==> src/rtl/fifo_rd_pack.sv <==
// Read-side width upsizer: drains DW-bit FWFT words from fifo_sync and packs
// RATIO of them into one DW*RATIO-bit valid/ready word, with flush/timeout partials.

module fifo_rd_pack_lane #(
  parameter int DW = 8
) (
  input  logic          clk,
  input  logic          rst,
  input  logic          ld,
  input  logic [DW-1:0] d,
  input  logic          keep,
  output logic [DW-1:0] q,
  output logic [DW-1:0] qm
);
  always_ff @(posedge clk) begin
    if (rst)     q <= '0;
    else if (ld) q <= d;
  end

  // Lanes at or above the current count may hold stale data from an older word.
  assign qm = keep ? q : '0;
endmodule

module fifo_rd_pack #(
  parameter int DW      = 8,
  parameter int RATIO   = 4,
  parameter int TIMEOUT = 16
) (
  input  logic                  clk,
  input  logic                  rst,
  input  logic [DW-1:0]         fifo_dout,
  input  logic                  fifo_empty,
  output logic                  fifo_rd_en,
  input  logic                  flush,
  output logic [DW*RATIO-1:0]   m_data,
  output logic [RATIO-1:0]      m_keep,
  output logic                  m_valid,
  input  logic                  m_ready
);
  localparam int CW = (RATIO > 1) ? $clog2(RATIO) : 1;
  localparam int IW = (TIMEOUT > 0) ? $clog2(TIMEOUT + 1) : 1;
  localparam int AL = RATIO - 1;

  logic [AL-1:0][DW-1:0]   acc;
  logic [RATIO-1:0][DW-1:0] nxt_data;
  logic [RATIO-1:0]        nxt_keep;
  logic [CW-1:0]           cnt;
  logic [IW-1:0]           idle;
  logic                    out_free, last, timed_out, flush_req;
  logic                    pop, do_flush, load;

  assign out_free   = !m_valid || m_ready;
  assign last       = (cnt == CW'(RATIO - 1));
  assign timed_out  = (TIMEOUT != 0) && (idle == IW'(TIMEOUT));
  assign flush_req  = (cnt != '0) && (flush || timed_out);
  assign fifo_rd_en = !rst && !fifo_empty && !flush_req && (!last || out_free);
  assign pop        = fifo_rd_en;
  assign do_flush   = flush_req && out_free;
  assign load       = (pop && last) || do_flush;

  generate
    for (genvar i = 0; i < AL; i++) begin : g_lane
      fifo_rd_pack_lane #(.DW(DW)) u_lane (
        .clk  (clk),
        .rst  (rst),
        .ld   (pop && (cnt == CW'(i))),
        .d    (fifo_dout),
        .keep (!do_flush || (CW'(i) < cnt)),
        .q    (acc[i]),
        .qm   (nxt_data[i])
      );
      assign nxt_keep[i] = !do_flush || (CW'(i) < cnt);
    end
  endgenerate

  // Top lane only ever comes straight from the FIFO on a full-word pop.
  assign nxt_data[AL] = do_flush ? '0 : fifo_dout;
  assign nxt_keep[AL] = !do_flush;

  always_ff @(posedge clk) begin
    if (rst) begin
      m_data  <= '0;
      m_keep  <= '0;
      m_valid <= 1'b0;
      cnt     <= '0;
      idle    <= '0;
    end else begin
      if (load) begin
        m_data  <= nxt_data;
        m_keep  <= nxt_keep;
        m_valid <= 1'b1;
      end else if (m_ready) begin
        m_valid <= 1'b0;
      end

      if (load)     cnt <= '0;
      else if (pop) cnt <= cnt + CW'(1);

      if (load || pop || (cnt == '0)) idle <= '0;
      else if (idle != IW'(TIMEOUT))   idle <= idle + IW'(1);
    end
  end
endmodule

==> config.mk <==
export PLATFORM = sky130hd
export DESIGN_NAME = fifo_rd_pack
export DESIGN_NICKNAME = d
export VERILOG_FILES = /design/src/rtl/fifo_rd_pack.sv
export SDC_FILE = /design/constraint.sdc
export NUM_CORES = 1
export LEC_CHECK = 0
export CORE_MARGIN = 2
export CORE_UTILIZATION = 45
export CTS_CLUSTER_SIZE = 10
export DETAILED_ROUTE_END_ITERATION = 8
export GPL_TIMING_DRIVEN = 0
export PLACE_DENSITY = 0.82
export SETUP_SLACK_MARGIN = 0.4
export SLEW_MARGIN = 20
export SYNTH_ARGS = -nofsm -noshare
export SYNTH_HDL_FRONTEND = slang
export SYNTH_SLANG_ARGS = --single-unit
==> constraint.sdc <==
create_clock -name clk -period 2.2 [get_ports clk]
set_input_delay 0.33 -clock clk [delete_from_list [all_inputs] [get_ports clk]]
set_output_delay 0.33 -clock clk [all_outputs]
set_load 0.02 [all_outputs]
# Word level (Yosys, flattened, before mapping)
# Index checks and enable logic that the tools add are counted.
# totals
ff_bits,68
in_bits,13
output_inout_bits,38
elab_cells,53
# classes
addsub,2
n_lt_le_gt_ge,3
eq_ne,5
n_mux,6
reduce_logical,29
# ops
op,n
8-bit 2-to-1 mux,4
1-bit logical AND,9
1-bit logical OR,9
1-bit zero test,6
"5-bit by 1-bit adder with 5-bit output, second input constant",1
"5-bit equality test, second input constant",1
"5-bit != test, second input constant",1
"2-bit equality test, second input constant",2
"1-bit by 2-bit < comparator with 1-bit output, first input constant",2
2-bit nonzero test,2
2-bit OR reduction,2
"2-bit by 1-bit adder with 2-bit output, second input constant",1
"2-bit by 1-bit equality test with 1-bit output, second input constant",1
2-bit zero test,1
"2-bit < comparator, first input constant",1
1-bit 2-to-1 mux,2

# Logic depth before layout (Yosys ltp)
# Gate-level depths: netlist of the first run.
# logic_depth
depth_word,11
mapped_depth,8
mapped_depth_nobuf,6

# Cells and area by module
# From an unflattened synthesis of the first run, not the netlist that was laid out.
# unflattened
cells_unflattened,253
area_unflattened_um2,2773.9
# modules_own_cells
module,instances,cells_per_inst,area_per_inst_um2,seq_area_each_um2
fifo_rd_pack,1,151,1767.9,880.8
fifo_rd_pack_lane,3,34,335.3,160.2

# Worst setup path before layout of the first run
# Ideal clock, no wire load.
# synth_path
path_type,flip-flop to output port
start,reg idle[0]
end,out fifo_rd_en
arrival_ps,1355
required_ps,1870
slack_ps,515
path_stages_with_launch,8
path_buffers,2
path_cell_list,dfxtp_1 > inv_1 > ha_1 > nand4bb_1 > buf_6 > a21oi_4 > buf_2 > nor2_1
# synth_between
elab_chain_len,6
# synth_lines
item,line_no,source
start: declaration,48,logic [IW-1:0] idle;
start signal: assignment,100,else if (idle != IW'(TIMEOUT)) idle <= idle + IW'(1);
5-bit equality test,54,assign timed_out = (TIMEOUT != 0) && (idle == IW'(TIMEOUT));
1-bit logical OR,55,assign flush_req = (cnt != '0) && (flush || timed_out);
1-bit logical AND,55,
1-bit zero test,56,assign fifo_rd_en = !rst && !fifo_empty && !flush_req && (!last || out_free);
1-bit logical AND (2 in a row),56,
end: declaration,33,"output logic fifo_rd_en,"
# Every way passes these cells.

# Worst setup path after layout of the first run
# layout_path
start,reg cnt[0]
end,out fifo_rd_en
# layout_between
elab_chain_len,5
elab_cells_between_ends,8
classes_between,eq/ne: 1; reduce/logical: 7
# layout_lines
item,line_no,source
start: declaration,47,logic [CW-1:0] cnt;
start signal: assignment,97,else if (pop) cnt <= cnt + CW'(1);
2-bit nonzero test,55,
1-bit logical AND,55,
1-bit zero test,56,
1-bit logical AND,56,
1-bit logical AND *,56,
# Every way passes the cells marked *; elsewhere a longest branch is shown, timed or not.

==> out/results.ini, run 1 <==
[yosys]
synthCells = 252
yosys-top-cells-count = dfxtp_1 (68), a22o_1 (24), nand3_1 (22), o21ai_0 (19), a21oi_1 (18)
yosys.area.top_type = dfxtp_1
ys.flop_type = dfxtp_1
synth_edf_count = 0
synth.most_common_cell = dfxtp_1
synth.top_cell.area_share_pct = 51.1
synth-adder-area-share_pct = 3.29
synth-simple-area-share_pct = 12.5
synth.distinct_cells = 40
synth_xor_area_share_pct = 0.986
syn_area_per_cell_um2 = 10.6
syn_nets = 272
ys_seq_area_share_pct = 51.1
synth.area.top_cells = dfxtp_1 (51%), a22o_1 (7.9%), nand3_1 (4.1%), o221a_1 (3.8%), o21ai_0 (3.6%)
muxShareOfSynthArea_pct = 3.38
synth_area_um2 = 2670
synth_top_family_by_area = compound AO/OA/AOI/OAI gates
synth_seq_cells = 68
yosys_warnings = 0
synth_compound_area_share_pct = 25.0
async_reset_ff_share_pct = 0

[timing]
fin_crit_sh_pct = 86.7
period_needed_ns = 1.91
tightest_slew_ns = 0.449
hold_slack_ns = 0.458
setup_violations = 0
worst_slack_ns = 0.292
report.final.slew_viol_count = 0
fin_setup_tns_ns = 0
fmax_ghz = 0.524
skew_ns = 0.00538
rsz0062_at_grt = true
hold_viol = 0
slew_headroom_pct = 70.1

[clock_tree]
clock_sinks = 68
clk_pin_slew_ns = 0.08
cts_buffers = 9
root_buffer = clkbuf_8
clock_path_buffers = 2
holdBufCountCts = 0
htree_levels = 3
cts_tree = done
worst_skew_pair.late_latency_ns = 0.35

[layout]
area_delta_synth_final_pct = 40.5
seq_area_um2 = 1370
diodes = 0
final_nets = 350
drive_gt1_share_pct = 20.9
nFillCells = 477
multi_input_area_um2 = 1260

[placement]
dp_hpwl_um = 4420
place_congestion = 0.812
dp_slack_ns = -0.441
port_buffers = 50

[setup_path]
r2r-start = idle[1]$_SDFFE_PP0N_
r2r_slack_ns = 0.39
critPathLaunchType = register
crit_top_cell = buf_6
path_max_fanout = 8
required_ns = 1.87
worstRegToRegCells = 9
rr_endpoint = m_data[29]$_SDFFE_PP0P_
crit_path_cell_trace = inv_1 -> ha_1 -> buf_6 -> a21oi_4 -> buf_6 -> nor2_2 -> buf_6
crit_arrival_ns = 1.58
end_kind = output port
slowest_delay_ns = 0.37
path_class = register to output port
cp_slowest_cell = dfxtp_4

[global_route]
grt_pass1_wl_um = 11100
grt_overflow = 0
grt_pass1_vias = 2242
grt_max_degree = 14
gr-usage-all-layers_pct = 22.4
antenna_found_initial = 0

[detailed_routing]
drc = 0
routed_via_density = 5.65
routedWlPerCell_um = 16.7
drt_wl_total_um = 6860
drt_iter0_drc = 129
ant_nets = 0
firstDrtPassIters = 4
vias = 2318

[floorplan]
start_util_pct = 45.8
die_h_um = 81.0
num_rows = 28
core_um2 = 5820
ios = 51
die_area_um2 = 6550
die_width_um = 81.0

[pwr]
p_per_area_nw_per_um2 = 780
peakVddDrop_uv = 655
p_leak_uw = 0.00142

[min_path]
holdCritStartpoint = m_keep[2]$_SDFFE_PP0P_
hp-class = register to register
worstHoldPathCells = 1
worstHoldEndpoint = m_keep[2]$_SDFFE_PP0P_

[job]
max-cap-violations = 0

[status]
status = completed

cell usage in the layout (no fill, tap or decap), types with 5 or more instances in the layout:
cell type         n
a21oi_4           6
buf_4            16
nand2_1           5
clkdlybuf4s50_1  48
nor2b_1          10
a22o_1           24
buf_6             7
clkbuf_8          9
ha_1              6
dfxtp_1          64
a21oi_1          18
o21ai_0          19
mux2_1            8
nor2_1            5
nand3_1          22
o221a_1           9
per-layer routing:
metal	GRT usage (%)	up-vias	part of all wire, %
met2	36.9	83	48
li1	-	1087	-
met3	7.00	21	6.4
met1	27.3	1127	43
met4	8.81	0	2.6
met5	0	-	0
worst max-delay path by stage:
stage	from	endpoint	slack [ns]	cells past startpoint
after global placement	flush	fifo_rd_en	-0.37	6
after CTS	idle[0]$_SDFFE_PP0N_	fifo_rd_en	0.32	8
final	cnt[0]$_SDFFE_PP0N_	fifo_rd_en	0.29	7
after floorplan	idle[0]$_SDFFE_PP0N_	fifo_rd_en	0.52	7
after detailed placement	flush	fifo_rd_en	-0.44	6
after global routing	cnt[0]$_SDFFE_PP0N_	fifo_rd_en	0.24	7
through the flow:
stage	util, %	cells	instance area [um^2]	power [uW]
after global placement	56.0	377	3260	1510
after global routing	64.4	410	3740	3010
after CTS	62.9	403	3660	2900
final	64.4	410	3740	2920
after detailed placement	56.0	377	3260	1520
after floorplan	-	252	2670	1430
registers in the layout, summed over array words and instances (netlist names):
register	cells
m_data	32
g_lane.u_lane.q	24
idle	5
m_keep	4
cnt	2
m_valid	1
repair_timing:
item | CTS | global route
setup buffers | 10 | 5
cloned | 0 | 2
pin swaps | 3 | 8
endpoints found under the setup margin | 43 | 49
resized for setup | 28 | 13
endpoints found under the hold margin | 0 | 0
cell families (layout without fill, tap and decap cells):
logic type      after synthesis  count (layout)
compound gates               86              87
xor+xnor                      3               3
fa+ha+maj                     7               7
buf+inv                      20             102
flops                        68              68
mux                           8               8
simple gates                 60              60
worst max-delay path, delay by kind of cell, from the launching register on:
family	cells	cell delay (ns)
buffers and inverters	4	0.47
flip-flops	1	0.37
adder cells (fa/ha/maj)	1	0.23
AO/OA/AOI/OAI	1	0.14
AND/OR/NAND/NOR	1	0.03
report_power, final:
part | internal, uW | switching (uW) | leakage [uW]
clock | 875 | 511 | 0.000134
sequential | 1260 | 17.1 | 0.000553
combinational | 118 | 139 | 0.000730
layout make-up:
| cell class | count | share of cell area, % |
|---|---|---|
| Multi-Input combinational cell | 165 | 33.7 |
| Timing Repair Buffer | 66 | 16.6 |
| Sequential cell | 68 | 36.6 |
| Clock inverter | 7 | 3.91 |
| Buffer | 14 | 2.81 |
| Tap cell | 75 | 2.51 |
| Inverter | 6 | 0.635 |
| Clock buffer | 9 | 3.31 |
Power figures use the tool's default switching activity.
==> run 2: changes to the inputs <==
- PLACE_DENSITY: 0.82 -> 0.8
- clock period: 2.2 -> 1.54 ns (I/O delays scaled with it)
==> run 2 against run 1 <==
  * The run now ends with setup timing left
  * Clock-buffer cell count rose by 1
  * Core utilization rose by 7.9 points
  * Routed wire length rose by 42%
  * Die area did not move
  * Combinational power rose by 120%
  * Power rose by 38%
  * Hold slack improved by 0.0013 ns
  * Clock skew rose by 0.0031 ns
  * Critical path depth did not move
==> out/results.ini, run 2 (same netlist as run 1, synthesis figures left out) <==
[status]
status = finished with violations
violations = setup timing

[setup_path]
slowest_delay_ns = 0.39  ; +0.02 ns
crit_top_cell = a21oi_4
path_max_fanout = 6  ; -2
cp_slowest_cell = dfxtp_4
path_class = register to register
crit_buf_inv = 2  ; -2
required_ns = 1.77  ; -0.10 ns
end_kind = register
crit_path_start = cnt[1]$_SDFFE_PP0N_
crit_arrival_ns = 2.08  ; +0.50 ns
critPathTopFamily = compound AO/OA/AOI/OAI gates
crit_path_cell_trace = ha_4 -> nand2b_1 -> a21oi_4 -> a21oi_4 -> buf_12 -> buf_8 -> a22o_1
r2r-start = cnt[1]$_SDFFE_PP0N_
critPathLaunchType = register

[clock_tree]
htree_levels = 3  ; unchanged
clk_pin_slew_ns = 0.08  ; about the same
worst_skew_pair.late_latency_ns = 0.34  ; about the same
cts_buffers = 9  ; unchanged
holdBufCountCts = 0  ; unchanged
clock_path_buffers = 2  ; unchanged
clock_sinks = 68  ; unchanged
cts_tree = done
root_buffer = clkbuf_8

[global_route]
grt_max_degree = 13  ; -1
gr-usage-all-layers_pct = 27.7  ; +5.3 points
antenna_found_initial = 0  ; unchanged
grt_overflow = 0  ; unchanged
grt_pass1_wl_um = 13300  ; +20%
grt_pass1_vias = 2526  ; +13%

[timing]
fin_crit_sh_pct = 120
hold_viol = 0  ; unchanged
report.final.slew_viol_count = 0  ; unchanged
worst_slack_ns = -0.311  ; -0.602 ns
rsz0062_at_grt = true
skew_ns = 0.00849  ; +0.00311 ns
hold_slack_ns = 0.459  ; +0.00129 ns
slew_headroom_pct = 67.8  ; -2.3 points
setup_violations = 69  ; +69
period_needed_ns = 1.85
fmax_ghz = 0.540
tightest_slew_ns = 0.483  ; +0.0343 ns

[layout]
final_nets = 371  ; +6.0%
final_common_cell = dfxtp_1
seq_area_um2 = 1370  ; +0.27%
finalInstanceArea_um2 = 4200  ; +12%
diodes = 0  ; unchanged
finalNonFillerCells = 431  ; +5.1%
drive_gt1_share_pct = 50.3  ; +29 points
nFillCells = 390  ; -18%
top_regs = m_data (32), g_lane.u_lane.q (24), idle (5)
regMostFlops = m_data
largest_reg_flops = 32  ; unchanged
final_cell_mix = dfxtp_1 (63), buf_2 (38), a22o_1 (24)
multi_input_area_um2 = 1610  ; +28%
area_delta_synth_final_pct = 57.7

[pwr]
peakVddDrop_uv = 855  ; +31%
p_per_area_nw_per_um2 = 959  ; +23%
p_leak_uw = 0.00168  ; +19%
design_power_total_uw = 4030  ; +38%

[detailed_routing]
vias = 2633  ; +14%
ant_nets = 0  ; unchanged
drt_wl_total_um = 9770  ; +42%
highest_layer = met4
firstDrtPassIters = 5  ; +1
route.met2.wl_um = 4670  ; +41%
routed_via_density = 6.11  ; +8.1%
drt_iter0_drc = 232  ; +80%
wl_met1_um = 3850  ; +32%
routedWlPerCell_um = 22.7  ; +36%
drc = 0  ; unchanged
wl_met3_um = 703  ; +60%

[floorplan]
die_h_um = 81.0  ; unchanged
num_rows = 28  ; unchanged
ios = 51  ; unchanged
core_um2 = 5820  ; unchanged
die_area_um2 = 6550  ; unchanged
start_util_pct = 45.8  ; unchanged
die_width_um = 81.0  ; unchanged

[placement]
placed_cell_area_um2 = 3370  ; +3.3%
place_congestion = 0.814  ; +0.25%
dpl.cell_count = 377  ; unchanged
dp_slack_ns = -0.904  ; -0.464 ns
dp_hpwl_um = 4370  ; -1.1%
port_buffers = 50  ; unchanged

[job]
max-cap-violations = 0  ; unchanged

[min_path]
holdCritStartpoint = m_keep[1]$_SDFFE_PP0P_
hp-class = register to register

run 2: what timing repair did:
action                                  CTS  global route
pin swaps                                33            10
gates resized for setup                 221            41
endpoints found under the setup margin  106            72
gates cloned                              9             0
setup buffers                            24             5
hold endpoints to repair                  0             0
run 2: area by class of cell:
cell class	count	share of cell area, %
Multi-Input combinational cell	166	38.3
Sequential cell	68	32.6
Timing Repair Buffer	86	17.3
Buffer	14	3.69
Clock buffer	10	3.27
Tap cell	75	2.23
Clock inverter	6	2.05
Inverter	6	0.565
run 2: metrics by stage:
stage,utilization (%),setup TNS (ns)
after floorplan,-,-0.132
after global placement,57.9,-28.75
after detailed placement,57.9,-29.24
after CTS,69.0,-9.01
after global routing,72.3,-17.96
final,72.3,-15.32
run 2: where the power goes:
group          switching, uW  leakage, uW  internal [uW]  total [uW]
Clock                    690     0.000113            955        1640
Combinational            298      0.00102            260         558
Sequential              29.6     0.000553           1800        1830
Total                   1020      0.00168           3020        4030
run 2: worst register-to-register path: cells and delay by family, from the launching register on:
family                   cells  cell delay [ns]
buffers and inverters        2             0.30
adder cells (fa/ha/maj)      1             0.16
flip-flops                   1             0.39
AND/OR/NAND/NOR              1             0.21
AO/OA/AOI/OAI                3             0.68
run 2: final timing paths:
kind	to	slack, ns	depth (start not counted)
hold / removal	m_keep[1]$_SDFFE_PP0P_	0.46	1
setup / recovery	m_data[18]$_SDFFE_PP0P_	-0.31	7
setup reg to reg	m_data[18]$_SDFFE_PP0P_	-0.31	7
hold reg to reg	m_keep[1]$_SDFFE_PP0P_	0.46	1
run 2: per-layer routing:
layer | vias up | GRT usage, %
met4 | 0 | 15.9
met5 | - | 0
met1 | 1290 | 33.8
met3 | 53 | 5.89
met2 | 159 | 45.1
li1 | 1131 | -
